[src/rtl/ram8_bank_pkg.sv]
// ram8_bank_pkg: shared types and constants for the 8-word register bank.
// Holds the FSM state type and encodings, the bank geometry, and the
// default clear value used by the clear sweep.
package ram8_bank_pkg;

  // FSM state type with legacy-compatible constant encodings
  typedef logic [0:0] state_t;
  localparam state_t ST_IDLE  = 1'b0;
  localparam state_t ST_SWEEP = 1'b1;

  // Bank geometry
  localparam int DEPTH  = 8;
  localparam int ADDR_W = 3;

  // Default word value written by a clear sweep
  localparam logic [15:0] CLR_VAL_DEF = 16'h0000;

endpackage : ram8_bank_pkg

[src/rtl/ram8_bank_dmux8way_load.sv]
// dmux8way_load: decodes the write strobe and 3-bit address into an
// 8-bit one-hot word write enable. All enables are zero when load_i is low.
module dmux8way_load
  import ram8_bank_pkg::*;
(
  input  logic              load_i,
  input  logic [ADDR_W-1:0] addr_i,
  output logic [DEPTH-1:0]  we_o
);

  // One-hot decode gated by the strobe
  always_comb begin
    we_o = '0;
    if (load_i) begin
      we_o[addr_i] = 1'b1;
    end
  end

endmodule : dmux8way_load

[src/rtl/ram8_bank.sv]
// ram8_bank: 8 x WIDTH register bank with a registered 1-cycle read port
// and an 8-cycle clear sweep that writes CLR_VAL to every word.
//
// Handshake: out_vld is high for exactly the cycles where out holds the
// word read at the previous edge while the bank was IDLE; it is low during
// a sweep (busy=1) and in the first cycle after a sweep ends. There is no
// back-pressure: loads and reads are accepted on every IDLE edge.
//
// Configuration macro: RAM8_BANK_BYPASS_EN -- when defined, an IDLE load
// forwards its write data onto out at the same edge (write-through).
// When undefined, a same-cycle load and read return the old word.
module ram8_bank
  import ram8_bank_pkg::*;
#(
  parameter int               WIDTH   = 16,
  parameter logic [WIDTH-1:0] CLR_VAL = WIDTH'(CLR_VAL_DEF)
) (
  input  logic              clk,
  input  logic              rst,
  input  logic [WIDTH-1:0]  in,
  input  logic              load,
  input  logic [ADDR_W-1:0] addr,
  input  logic              clr,
  output logic              busy,
  output logic [WIDTH-1:0]  out,
  output logic              out_vld,
  output state_t            dbg_state_o
);

  state_t            state_q, state_d;
  logic [ADDR_W-1:0] cnt_q, cnt_d;
  logic [WIDTH-1:0]  mem_q [DEPTH];
  logic [WIDTH-1:0]  mem_d [DEPTH];
  logic [WIDTH-1:0]  out_q, out_d;
  logic              vld_q, vld_d;

  logic              wr_req;
  logic [DEPTH-1:0]  we;
  logic [WIDTH-1:0]  rd_data;

  // A load is only honoured in IDLE and only when no clear is requested
  assign wr_req = load && !clr && (state_q == ST_IDLE);

  dmux8way_load u_dmux (
    .load_i (wr_req),
    .addr_i (addr),
    .we_o   (we)
  );

  // 8:1 read mux over the registered words, selected by all 3 addr bits
  assign rd_data = mem_q[addr];

  // Next-state logic for FSM, sweep counter, words and read register
  always_comb begin
    state_d = state_q;
    cnt_d   = cnt_q;
    out_d   = out_q;
    vld_d   = vld_q;
    for (int i = 0; i < DEPTH; i++) begin
      mem_d[i] = mem_q[i];
    end

    case (state_q)
      ST_IDLE: begin
        out_d = rd_data;
        vld_d = 1'b1;
`ifdef RAM8_BANK_BYPASS_EN
        // Same address is both written and read, so any accepted load forwards
        if (wr_req) begin
          out_d = in;
        end
`endif
        for (int i = 0; i < DEPTH; i++) begin
          if (we[i]) begin
            mem_d[i] = in;
          end
        end
        if (clr) begin
          state_d = ST_SWEEP;
          cnt_d   = '0;
        end
      end

      default: begin
        // SWEEP: clear one word per cycle, out frozen, read marked invalid
        vld_d = 1'b0;
        for (int i = 0; i < DEPTH; i++) begin
          if (cnt_q == ADDR_W'(i)) begin
            mem_d[i] = CLR_VAL;
          end
        end
        // Exit after word 7 instead of letting the counter wrap
        if (cnt_q == ADDR_W'(DEPTH - 1)) begin
          state_d = ST_IDLE;
          cnt_d   = '0;
        end else begin
          cnt_d = cnt_q + 1'b1;
        end
      end
    endcase
  end

  // State registers with asynchronous active-high reset
  always_ff @(posedge clk or posedge rst) begin
    if (rst) begin
      state_q <= ST_IDLE;
      cnt_q   <= '0;
      out_q   <= '0;
      vld_q   <= 1'b0;
      for (int i = 0; i < DEPTH; i++) begin
        mem_q[i] <= '0;
      end
    end else begin
      state_q <= state_d;
      cnt_q   <= cnt_d;
      out_q   <= out_d;
      vld_q   <= vld_d;
      for (int i = 0; i < DEPTH; i++) begin
        mem_q[i] <= mem_d[i];
      end
    end
  end

  assign busy        = (state_q == ST_SWEEP);
  // The read taken on the edge that starts a sweep is masked while busy
  assign out_vld     = vld_q && !busy;
  assign out         = out_q;
  assign dbg_state_o = state_q;

endmodule : ram8_bank
[config.mk]
export PLATFORM = sky130hd
export DESIGN_NAME = ram8_bank
export DESIGN_NICKNAME = d
export VERILOG_FILES = /design/src/rtl/ram8_bank_pkg.sv /design/src/rtl/ram8_bank_dmux8way_load.sv /design/src/rtl/ram8_bank.sv
export SDC_FILE = /design/constraint.sdc
export NUM_CORES = 1
export LEC_CHECK = 0
export CELL_PAD_IN_SITES_DETAIL_PLACEMENT = 0
export CELL_PAD_IN_SITES_GLOBAL_PLACEMENT = 1
export CORE_MARGIN = 2
export CORE_UTILIZATION = 40
export CTS_CLUSTER_DIAMETER = 50
export DETAILED_ROUTE_END_ITERATION = 7
export PLACE_DENSITY_LB_ADDON = 0.1
export REMOVE_ABC_BUFFERS = 1
export SLEW_MARGIN = 0
export SYNTH_ARGS = -nofsm -noshare
export SYNTH_HDL_FRONTEND = slang
export SYNTH_SLANG_ARGS = --single-unit
[constraint.sdc]
create_clock -name clk -period 5.5 [get_ports clk]
set_clock_uncertainty 0.05 [all_clocks]
set_input_delay 1.1 -clock clk [delete_from_list [all_inputs] [get_ports clk]]
set_output_delay 1.1 -clock clk [all_outputs]
set_load 0.01 [all_outputs]
==> results of run 1 <==
worst paths after layout:
kind                                startpoint                     to  slack [ps]  cells past startpoint
max                                    addr[2]  mem_q[65]$_DFFE_PP0P_        1870                      5
min                        out[13]$_DFFE_PP0N_    out[13]$_DFFE_PP0N_         430                      1
max reg2reg                     busy$_DFF_PP0_  mem_q[95]$_DFFE_PP0P_        2850                      4
min reg2reg                out[13]$_DFFE_PP0N_    out[13]$_DFFE_PP0N_         430                      1
max in group asynchronous                  rst  mem_q[88]$_DFFE_PP0P_        3220                      3
min in group asynchronous                  rst  mem_q[45]$_DFFE_PP0P_        1130                      2
final cells by class:
type | instances | area (um2)
inverters | 16 | 65.1
flip-flops and latches | 149 | 3730
well taps | 229 | 287
repair buffers | 55 | 500
multi-input cells | 394 | 3280
clock buffers | 19 | 443
clock inverters | 13 | 229
fillers | 1639 | 9370
layer usage:
layer / share of wire, % / global-route usage, % / vias up
met4: 0.53 / 4.84 / 0
met3: 2.8 / 4.66 / 7
met1: 45 / 26.7 / 2560
met5: 0 / 0 / -
met2: 52 / 36.2 / 67
li1: - / - / 2242
cell families after synthesis:
family | Yosys count | synth area share, %
AO/OA/AOI/OAI | 119 | 11.1
multiplexers | 169 | 25.7
buffers and inverters | 59 | 3.93
AND/OR/NAND/NOR | 99 | 6.98
flip-flops | 149 | 51.1
adder cells (fa/ha/maj) | 7 | 1.20
where the power goes:
part	total, mW	leakage (nW)	switching (mW)	internal [mW]
clock network	1.34	0.327	0.473	0.862
registers	1.75	1.98	0.243	1.51
logic	1.54	1.80	0.780	0.755
total	4.63	4.11	1.50	3.13
through the flow:
| stage | setup WS [ps] | utilization (%) | hold slack, ps | instance area (um2) | instances |
|---|---|---|---|---|---|
| floorplan | 342 | - | 413 | 7070 | 559 |
| global placement | 1440 | 43.9 | 424 | 7860 | 843 |
| detailed placement | 1490 | 43.9 | 420 | 7860 | 843 |
| CTS | 1940 | 47.7 | 435 | 8530 | 875 |
| global route | 1800 | 47.7 | 466 | 8530 | 875 |
| finish | 1870 | 47.7 | 429 | 8530 | 875 |
flip-flops by register name (all words and copies together) (netlist names):
signal / cells
cnt_q: 3
out: 16
vld_q: 1
mem_q: 128
busy: 1
critical path: cells and delay by family:
kind | cells | cell delay [ps]
AOI/OAI and AO/OA | 1 | 110
buffers and inverters | 1 | 280
muxes | 1 | 430
and+or+nand+nor | 2 | 1940
cell usage in the layout (no fill, tap or decap), drive strengths merged, types with 5 or more instances in the layout:
cell type      Yosys  routed
nor2              10      10
inv               14      14
mux2             114     114
clkdlybuf4s50      0      38
a31oi              6       6
a221oi             9       9
mux2i             55      55
o21ai             47      47
dfrtp            149     149
nor2b             22      22
nand2             39      39
clkinv             2       8
a21oi             17      17
buf               28      17
o2bb2ai            5       5
nand3              8       8
clkbuf            15      19
a2bb2oi            6       6
bufinv             0       6
nand3b             5       5
ha                 7       7
a32oi             12      12
==> metrics.csv, run 1 <==
stage,metric,value,unit
outcome,status,completed,
global_routing,initial antenna violation count,0,
synth,Post-Syn Area,7290,um2
global_routing,vias in the first global route,5113,
final_layout,diode count,0,
synth,Synth Instances,602,
detailed_routing,DR iter-0 viols,195,
synth,Synth top area share,51.1,%
synth,mean post-synth cell area,12.1,um2
job,total of max-cap violations,0,
worst_setup_path,"Data required, critical path",5740,ps
synth,sequential element share of the synthesized area,51.1,%
clock_tree,CTS tree,yes,
synth,number of synthesized register bits,149,
clock_tree,"Reg clk slew, reported paths",60,ps
clock_tree,CTS sink cnt,149,
power,VDD IR-drop max,0.264,mV
synth,share of flip-flops with an asynchronous set or reset,100,%
clock_tree,post-cts sizing count,0,
clock_tree,root buf cell,clkbuf_16,
clock_tree,H-tree levels,4,
detailed_routing,drt total wl,19200,um
die,num rows,49,
detailed_routing,vias per inst,5.57,
worst_setup_path,Worst setup EP type,flip-flop,
global_routing,Total Routing Usage GR,20.8,%
synth,"top cells by count, synth","dfrtp_1 (149), mux2_2 (104), mux2i_1 (55)",
clock_tree,CTS Buffer Depth,2,
timing,Final Hold Fails,0,
synth,dominant cell type by area after synthesis,dfrtp_1,
timing,fmax,275,MHz
timing,Final Max Tran Viols,0,
worst_setup_path,Slowest cell on crit path,nand2_1,
detailed_routing,wire per inst,22.0,um
die,core box area,17900,um2
die,die area,19300,um2
synth,"count leader, synth",dfrtp_1,
timing,crit share post-route,66.0,%
synth,synth unique cells,49,
timing,fin crit period,3630,ps
worst_setup_path,data arrival time of the worst path,3870,ps
global_routing,first-pass GRT wire length,30800,um
min_path,Hold WC Path Type,reg -> reg,
clock_tree,Clock Latency Late Sink,430,ps
timing,relative slew slack,14.2,%
die,Boundary Pins,42,
worst_setup_path,Worst path max stage delay,1030,ps
synth,top_reg_cell synth,dfrtp_1,
clock_tree,hold_buf cts,0,
worst_setup_path,CP cell instances,buf_2 -> nor2b_1 -> nand2_1 -> mux2i_1 -> o21ai_0,
worst_setup_path,Worst Path Max Fanout,21,
timing,Setup TNS,0,ps
final_layout,layout cells sized above 1,26.6,%
worst_setup_path,critical path class,in -> reg,
timing,Worst Tran Pin Value,1290,ps
detailed_routing,total number of vias,4876,
detailed_routing,DRC,0,
power,static leakage,4.11,nW
die,Die H,139,um
placed_design,port bufs,41,
timing,RSZ-0062 raised after global routing,no,
detailed_routing,antenna-violating nets left,0,
final_layout,Final nets,663,
placed_design,GPL Wtd Cong,0.754,
final_layout,Syn-to-layout area delta,17.0,%
synth,synthesis warning total,0,
die,Die Wd,139,um
placed_design,DP HPWL,11900,um
timing,Setup Viol. Count Final,0,
clock_tree,Num CTS Buffers,17,
global_routing,largest net degree at the start of global routing,77,
worst_setup_path,startpoint types,input pin,
die,Initial Util,40.7,%
power,Tot Pwr,4.63,mW
synth,Post-synth EDFFs,0,
power,Power per Cell Area,542,nW/um2
detailed_routing,1st-pass router iterations,4,
global_routing,total grt overflow,0,
synth,top area cells in the synthesized netlist,"dfrtp_1 (51%), mux2_2 (16%), mux2i_1 (7.5%), o21ai_0 (3.1%), mux2_4 (2.1%)",
clock_tree,Post-CTS Setup Bufs,0,
No activity file was read; power rests on OpenSTA's default activity.
==> inputs of run 2 (changes only) <==
Clock period 5.5 ns to 3.4 ns, I/O delays scaled along.
==> metrics.csv, run 2 (same netlist as run 1, synthesis figures left out) <==
stage,metric,value,unit,change
power,VDD IR-drop max,0.506,mV,was 0.264 mV
die,Die H,139,um,unchanged
global_routing,Total Routing Usage GR,20.7,%,was 20.8%
final_layout,Post-Route Utilization,48.1,%,was 47.7%
min_path,Hold Path Depth,1,,unchanged
detailed_routing,vias per inst,5.56,,was 5.57
worst_setup_path,Worst Reg-to-Reg Cells,5,,was 4
placed_design,GPL Wtd Cong,0.773,,was 0.754
die,core box area,17900,um2,unchanged
worst_setup_path,Setup crit start,clr,,was addr[2]
final_layout,"commonest non-fill, non-tap cell in the layout",dfrtp_1,,unchanged
clock_tree,Num CTS Buffers,17,,unchanged
detailed_routing,antenna-violating nets left,0,,unchanged
die,Initial Util,40.7,%,unchanged
global_routing,initial antenna violation count,0,,unchanged
die,Die Wd,139,um,unchanged
detailed_routing,total number of vias,4956,,was 4876
placed_design,port bufs,41,,unchanged
worst_setup_path,CP endpoint,mem_q[123]$_DFFE_PP0P_,,was mem_q[65]$_DFFE_PP0P_
clock_tree,CTS tree,yes,,unchanged
timing,Final Max Tran Viols,0,,unchanged
timing,relative slew slack,25.3,%,was 14.2%
final_layout,Final nets,680,,was 663
clock_tree,CTS sink cnt,149,,unchanged
timing,RSZ-0062 raised after global routing,no,,unchanged
detailed_routing,drt total wl,19200,um,about the same
job,total of max-cap violations,0,,unchanged
clock_tree,Post-CTS Setup Bufs,0,,unchanged
timing,fmax,387,MHz,
final_layout,max reg flops,128,,unchanged
detailed_routing,wire per inst,21.5,um,was 22.0 um
worst_setup_path,critical path class,in -> reg,,unchanged
die,Boundary Pins,42,,unchanged
outcome,status,completed,,unchanged
worst_setup_path,"Data required, critical path",3650,ps,was 5740 ps
global_routing,largest net degree at the start of global routing,62,,was 77
timing,Final Hold Fails,0,,unchanged
timing,Setup TNS,0,ps,unchanged
timing,Setup Viol. Count Final,0,,unchanged
final_layout,Fill cells,1616,,was 1639
final_layout,diode count,0,,unchanged
final_layout,Syn-to-layout area delta,17.9,%,was 17.0%
final_layout,fin cells,892,,was 875
clock_tree,"Reg clk slew, reported paths",60,ps,about the same
placed_design,DP HPWL,12800,um,was 11900 um
placed_design,Post-DP Area,8000,um2,was 7860 um2
clock_tree,root buf cell,clkbuf_16,,unchanged
clock_tree,Clock Latency Late Sink,420,ps,was 430 ps
placed_design,pre-CTS setup slack,356,ps,was 1490 ps
final_layout,layout cells sized above 1,28.4,%,was 26.6%
detailed_routing,DR iter-0 viols,282,,was 195
power,Tot Pwr,7.30,mW,was 4.63 mW
worst_setup_path,Worst Path Max Fanout,16,,was 21
detailed_routing,DRC,0,,unchanged
final_layout,cell area after layout,8600,um2,was 8530 um2
min_path,Hold WC Path Type,reg -> reg,,unchanged
worst_setup_path,R2R Path End,mem_q[123]$_DFFE_PP0P_,,was mem_q[95]$_DFFE_PP0P_
global_routing,first-pass GRT wire length,30600,um,was 30800 um
timing,hold slack,435,ps,was 429 ps
worst_setup_path,r2r setup slk,1120,ps,was 2850 ps
placed_design,Placed Cells,860,,was 843
clock_tree,hold_buf cts,0,,unchanged
timing,Final WS setup,816,ps,was 1870 ps
die,num rows,49,,unchanged
power,Power per Cell Area,849,nW/um2,was 542 nW/um2
clock_tree,CTS Buffer Depth,2,,unchanged
power,static leakage,4.17,nW,was 4.11 nW
final_layout,most frequent cells in the layout,"dfrtp_1 (148), mux2_2 (104), mux2i_1 (55), o21ai_0 (45), nand2_1 (39)",,unchanged
clock_tree,H-tree levels,4,,unchanged
worst_setup_path,Critical R2R Launch,cnt_q[0]$_DFFE_PP0P_,,was busy$_DFF_PP0_
clock_tree,post-cts sizing count,0,,unchanged
die,die area,19300,um2,unchanged
worst_setup_path,Worst setup EP type,flip-flop,,unchanged
worst_setup_path,startpoint types,input pin,,unchanged
final_layout,most flop-heavy register,mem_q,,unchanged
global_routing,vias in the first global route,5311,,was 5113
global_routing,total grt overflow,0,,unchanged
timing,crit share post-route,76.0,%,
timing,fin crit period,2580,ps,
timing,Worst Tran Pin Value,1120,ps,was 1290 ps
detailed_routing,1st-pass router iterations,4,,unchanged
worst_setup_path,data arrival time of the worst path,2840,ps,was 3870 ps
## run 2: cell types whose count changed in the layout (fill, tap and decap cells not counted), sizes merged
cell,change
bufinv,-3
clkbuf,+3
buf,+17
## run 2: metal layers
layer / routed length [um] / part of all wire (%) / GRT usage [%]
met3: 554 / 2.9 / 4.21
met5: 0 / 0 / 0
met1: 8730 / 46 / 26.7
met2: 9410 / 49 / 34.9
met4: 469 / 2.4 / 7.07
## run 2: critical path, stage by stage
cell and delay (ps):
clkdlybuf4s50_1 550, nand2b_4 160, or3_4 130, o32a_1 890
mux2_2 420
## run 2: power by group
group          switching [mW]  leakage (nW)  internal (mW)  total [mW]
logic                    1.24          1.88           1.27        2.51
registers               0.423          1.98           2.45        2.87
clock network           0.717         0.299           1.20        1.92
## run 2: worst min-delay path by stage
stage,startpoint,end,slack (ps)
after floorplan,mem_q[68]$_DFFE_PP0P_,mem_q[68]$_DFFE_PP0P_,410
after global placement,out[13]$_DFFE_PP0N_,out[13]$_DFFE_PP0N_,420
after detailed placement,out[13]$_DFFE_PP0N_,out[13]$_DFFE_PP0N_,430
after CTS,out[13]$_DFFE_PP0N_,out[13]$_DFFE_PP0N_,440
after global routing,out[13]$_DFFE_PP0N_,out[13]$_DFFE_PP0N_,470
final,out[13]$_DFFE_PP0N_,out[13]$_DFFE_PP0N_,440
## run 2: area by class of cell
class                      count  area, um2  share of cell area [%]
sequential                   149       3730                    43.4
multi-input combinational    394       3280                    38.1
timing repair buffer          72        641                    7.45
clock buffer                  22        474                    5.51
tap                          229        287                    3.33
clock inverter                10        128                    1.48
inverter                      16       65.1                   0.756
==> inputs of run 3 (changes only) <==
Clock period 3.4 ns to 2.43 ns, I/O delays scaled along.
==> metrics.csv, run 3 (same netlist as run 1, synthesis figures left out) <==
stage,metric,value,unit,change
final_layout,register area,3730,um2,unchanged
final_layout,"commonest non-fill, non-tap cell in the layout",dfrtp_1,,unchanged
clock_tree,CTS tree,yes,,unchanged
final_layout,most flop-heavy register,mem_q,,unchanged
clock_tree,post-cts sizing count,0,,unchanged
timing,Final Max Tran Viols,0,,unchanged
die,core box area,17900,um2,unchanged
timing,Setup TNS,0,ps,unchanged
final_layout,Fill cells,1572,,was 1616
die,Boundary Pins,42,,unchanged
timing,crit share post-route,90.4,%,
final_layout,max reg flops,128,,unchanged
detailed_routing,antenna-violating nets left,0,,unchanged
timing,fin crit period,2200,ps,
final_layout,diode count,0,,unchanged
placed_design,Placed Cells,881,,was 860
die,Die H,139,um,unchanged
placed_design,pre-CTS setup slack,3.87,ps,was 356 ps
min_path,Hold WC Path Type,in -> async,,was reg -> reg
die,Die Wd,139,um,unchanged
timing,Worst Tran Pin Value,492,ps,was 1120 ps
detailed_routing,DRC,0,,unchanged
outcome,status,completed,,unchanged
detailed_routing,drt total wl,19800,um,was 19200 um
clock_tree,Clock Latency Late Sink,430,ps,was 420 ps
clock_tree,root buf cell,clkbuf_16,,unchanged
timing,Final WS setup,233,ps,was 816 ps
power,Power per Cell Area,1190,nW/um2,was 849 nW/um2
global_routing,Total Routing Usage GR,21.2,%,was 20.7%
clock_tree,H-tree levels,4,,unchanged
detailed_routing,total number of vias,5047,,was 4956
worst_setup_path,Setup crit start,busy$_DFF_PP0_,,was clr
worst_setup_path,number of buffers and inverters on the critical path,1,,unchanged
global_routing,largest net degree at the start of global routing,49,,was 62
clock_tree,Post-CTS Setup Bufs,0,,unchanged
placed_design,DP HPWL,13700,um,was 12800 um
job,total of max-cap violations,0,,unchanged
final_layout,Syn-to-layout area delta,21.9,%,was 17.9%
global_routing,initial antenna violation count,0,,unchanged
final_layout,area of the multi-input gates,3280,um2,unchanged
clock_tree,CTS Buffer Depth,2,,unchanged
die,Initial Util,40.7,%,unchanged
worst_setup_path,Worst path max stage delay,540,ps,was 890 ps
worst_setup_path,cell family with most CP delay,flip-flops,,was compound AO/OA/AOI/OAI gates
global_routing,vias in the first global route,5268,,was 5311
die,die area,19300,um2,unchanged
placed_design,port bufs,41,,unchanged
clock_tree,hold_buf cts,0,,unchanged
power,VDD IR-drop max,0.646,mV,was 0.506 mV
detailed_routing,DR iter-0 viols,258,,was 282
final_layout,fin cells,913,,was 892
worst_setup_path,data arrival time of the worst path,1660,ps,was 2840 ps
final_layout,most frequent cells in the layout,"dfrtp_1 (148), mux2_2 (104), mux2i_1 (55), o21ai_0 (45), buf_4 (43)",,"was dfrtp_1 (148), mux2_2 (104), mux2i_1 (55), o21ai_0 (45), nand2_1 (39)"
worst_setup_path,Slowest cell on crit path,dfrtp_2,,was o32a_1
worst_setup_path,Critical R2R Launch,busy$_DFF_PP0_,,was cnt_q[0]$_DFFE_PP0P_
worst_setup_path,Worst Path Max Fanout,14,,was 16
placed_design,GPL Wtd Cong,0.827,,was 0.773
detailed_routing,wire per inst,21.7,um,was 21.5 um
global_routing,total grt overflow,0,,unchanged
final_layout,Final nets,701,,was 680
worst_setup_path,CP cell instances,nor2b_1 -> clkdlybuf4s50_1,,was clkdlybuf4s50_1 -> nand2b_4 -> or3_4 -> o32a_1 -> mux2_2
worst_setup_path,startpoint types,flip-flop,,was input pin
timing,RSZ-0062 raised after global routing,no,,unchanged
final_layout,layout cells sized above 1,30.6,%,was 28.4%
timing,Setup Viol. Count Final,0,,unchanged
power,static leakage,4.32,nW,was 4.17 nW
worst_setup_path,"Data required, critical path",1890,ps,was 3650 ps
worst_setup_path,critical path class,reg -> out,,was in -> reg
clock_tree,CTS sink cnt,149,,unchanged
clock_tree,Num CTS Buffers,17,,unchanged
timing,fmax,455,MHz,
timing,Final Hold Fails,0,,unchanged
clock_tree,"Reg clk slew, reported paths",60,ps,about the same
detailed_routing,1st-pass router iterations,4,,unchanged
detailed_routing,vias per inst,5.53,,was 5.56
die,num rows,49,,unchanged
global_routing,first-pass GRT wire length,31200,um,was 30600 um
worst_setup_path,Worst setup EP type,output port,,was flip-flop
timing,relative slew slack,67.1,%,was 25.3%
==> run 3: through the flow <==
stage,hold slack (ps),power [mW],instance area [um2],util [%]
5_1_grt,465,11.2,8890,49.7
3_3_place_gp,413,7.65,8260,46.1
4_1_cts,441,10.7,8890,49.7
6_report,419,10.6,8890,49.7
2_1_floorplan,413,6.16,7070,-
3_5_place_dp,426,7.78,8260,46.1
==> run 3: final timing paths <==
check                      slack (ps)  cells past startpoint                    end
max reg2reg                       520                      4  mem_q[27]$_DFFE_PP0P_
min                               420                      2    out[11]$_DFFE_PP0N_
max                               230                      2                out_vld
min reg2reg                       430                      1    out[13]$_DFFE_PP0N_
min in group clk                  430                      1    out[13]$_DFFE_PP0N_
max in group asynchronous        1290                      3  mem_q[20]$_DFFE_PP0P_
==> run 3: layout make-up <==
class	count	share of cell area [%]
clock buffer	23	5.49
timing repair buffer	93	10.1
clock inverter	9	1.66
sequential	149	41.9
inverter	16	0.732
tap	229	3.22
multi-input combinational	394	36.9
==> run 3: layer usage <==
metal  wire, um  global-route usage (%)  vias up
met1       8750                    28.2     2578
met3        870                    4.52       27
met5          0                       0        -
met4        498                    7.12        0
li1           -                       -     2324
met2       9660                    34.7      118
==> run 3: report_power, final <==
part | internal [mW] | leakage (nW) | switching, mW
sequential | 3.42 | 1.98 | 0.595
combinational | 1.92 | 2.02 | 1.78
clock | 1.82 | 0.313 | 1.03
total | 7.17 | 4.32 | 3.40
==> edit (flow settings as in run 3) <==
Register the output `dbg_state_o` once more; this adds one clock of latency there. The other outputs are not delayed to match.
--- a/src/rtl/ram8_bank.sv
+++ b/src/rtl/ram8_bank.sv
@@ -126,5 +126,7 @@
   assign out_vld     = vld_q && !busy;
   assign out         = out_q;
-  assign dbg_state_o = state_q;
+  always_ff @(posedge clk) begin
+    dbg_state_o <= state_q;
+  end
 
 endmodule : ram8_bank
Formal check against the unedited RTL: not equivalent (Yosys sat finds a counterexample within 4 cycles, from zero or initial values and one cycle with rst high).
==> edit against run 3 <==
Cell area is 0.91% lower; critical path type unchanged; synthesized area is 0.17% higher; first-iteration DRC count fell by 44%; count of clock-buffer cells in the layout fell by 1; wire length down 1.6%; sequential cell count grew 1; setup slack worse by 0.050 ns; power shrank 2.2%.
==> edit: results (changes against run 3) <==
GPL Wtd Cong 0.760 (was 0.827); VDD IR-drop max 0.564 mV (was 0.646 mV); DRT Pass-1 Iters 5 (was 4); Met3 Routed Length 560 um (was 870 um); post-synthesis sequential area ratio 51.3% (was 51.1%); first-pass GRT wire length 31.4 mm (was 31.2 mm); Flop+latch power 4.06 mW (was 4.02 mW); Combinational Power Share 35.4% (was 35.0%); top post-synthesis cells by area dfrtp_1, mux2_2, mux2i_1 (unchanged); non-clk buf share 9.63% (was 10.1%); post-synth cell types 50 (was 49); Cell Area, Placed 8230 um2 (was 8260 um2); layout clock buffer count 22 (was 23); largest stage delay on the critical path 0.57 ns (was 0.54 ns); largest net degree at the start of global routing 45 (was 49); met3 usage 4.21% (was 4.52%); routed vias/inst 5.49 (was 5.53); critical-path maximum fanout 19 (was 14); routed wl met2 9.31 mm (was 9.66 mm); DP Worst Slack -0.000998 ns (was 0.00387 ns); Synth async-reset ratio 99.3% (was 100%); hpwl dp 13.3 mm (was 13.7 mm); nets 697 (was 701); final instance area 8810 um2 (was 8890 um2); Seq area share 42.6% (was 41.9%); adder-cell share of the synthesized area 1.20% (about the same); Compound-Gate Fraction of Synth Area 11.1% (about the same); status finished, final reports clean (unchanged); Buffers, non-clock 88 (was 93); Cells after DPL 877 (was 881); Final clock-cell share 6.63% (was 7.15%); Static Leak 4.27 nW (was 4.32 nW); post-synthesis mux area share 25.6% (was 25.7%); Yosys top cell area share 51.0% (was 51.1%); GR Layer Usage met1 28.4% (was 28.2%); switching power 3.38 mW (was 3.40 mW); Filler cells 1609 (was 1572); layout cells sized above 1 30.0% (was 30.6%); M2 GR Usage 34.8% (was 34.7%); relative slew slack 62.3% (was 67.1%); Met1 Wirelength 9.18 mm (was 8.75 mm); Largest register FFs 128 (unchanged); routed via count 4987 (was 5047); vias in the first global route 5385 (was 5268); Pint 6.96 mW (was 7.17 mW)
-- edit: cell types whose count changed after synthesis --
| cell | run 3 | this run |
|---|---|---|
| buf_4 | 4 | 3 |
| dfxtp_1 | 0 | 1 |
-- edit: worst paths after layout --
| kind | startpoint | endpoint | slack (ns) | cells past startpoint |
|---|---|---|---|---|
| worst max-delay path | busy | out_vld | 0.18 | 2 |
| worst min-delay path | rst | mem_q[24] | 0.38 | 2 |
| worst max register to register | busy | mem_q[48] | 0.45 | 4 |
| worst min register to register | mem_q[100] | mem_q[100] | 0.45 | 1 |
| max in group asynchronous | rst | mem_q[6] | 1.36 | 3 |
| min in group clk | mem_q[100] | mem_q[100] | 0.45 | 1 |
-- edit: critical path: cells and delay by family, from the launching register on --
family	cells	cell delay [ns]
and+or+nand+nor	1	0.17
buffers and inverters	1	0.54
DFF	1	0.57
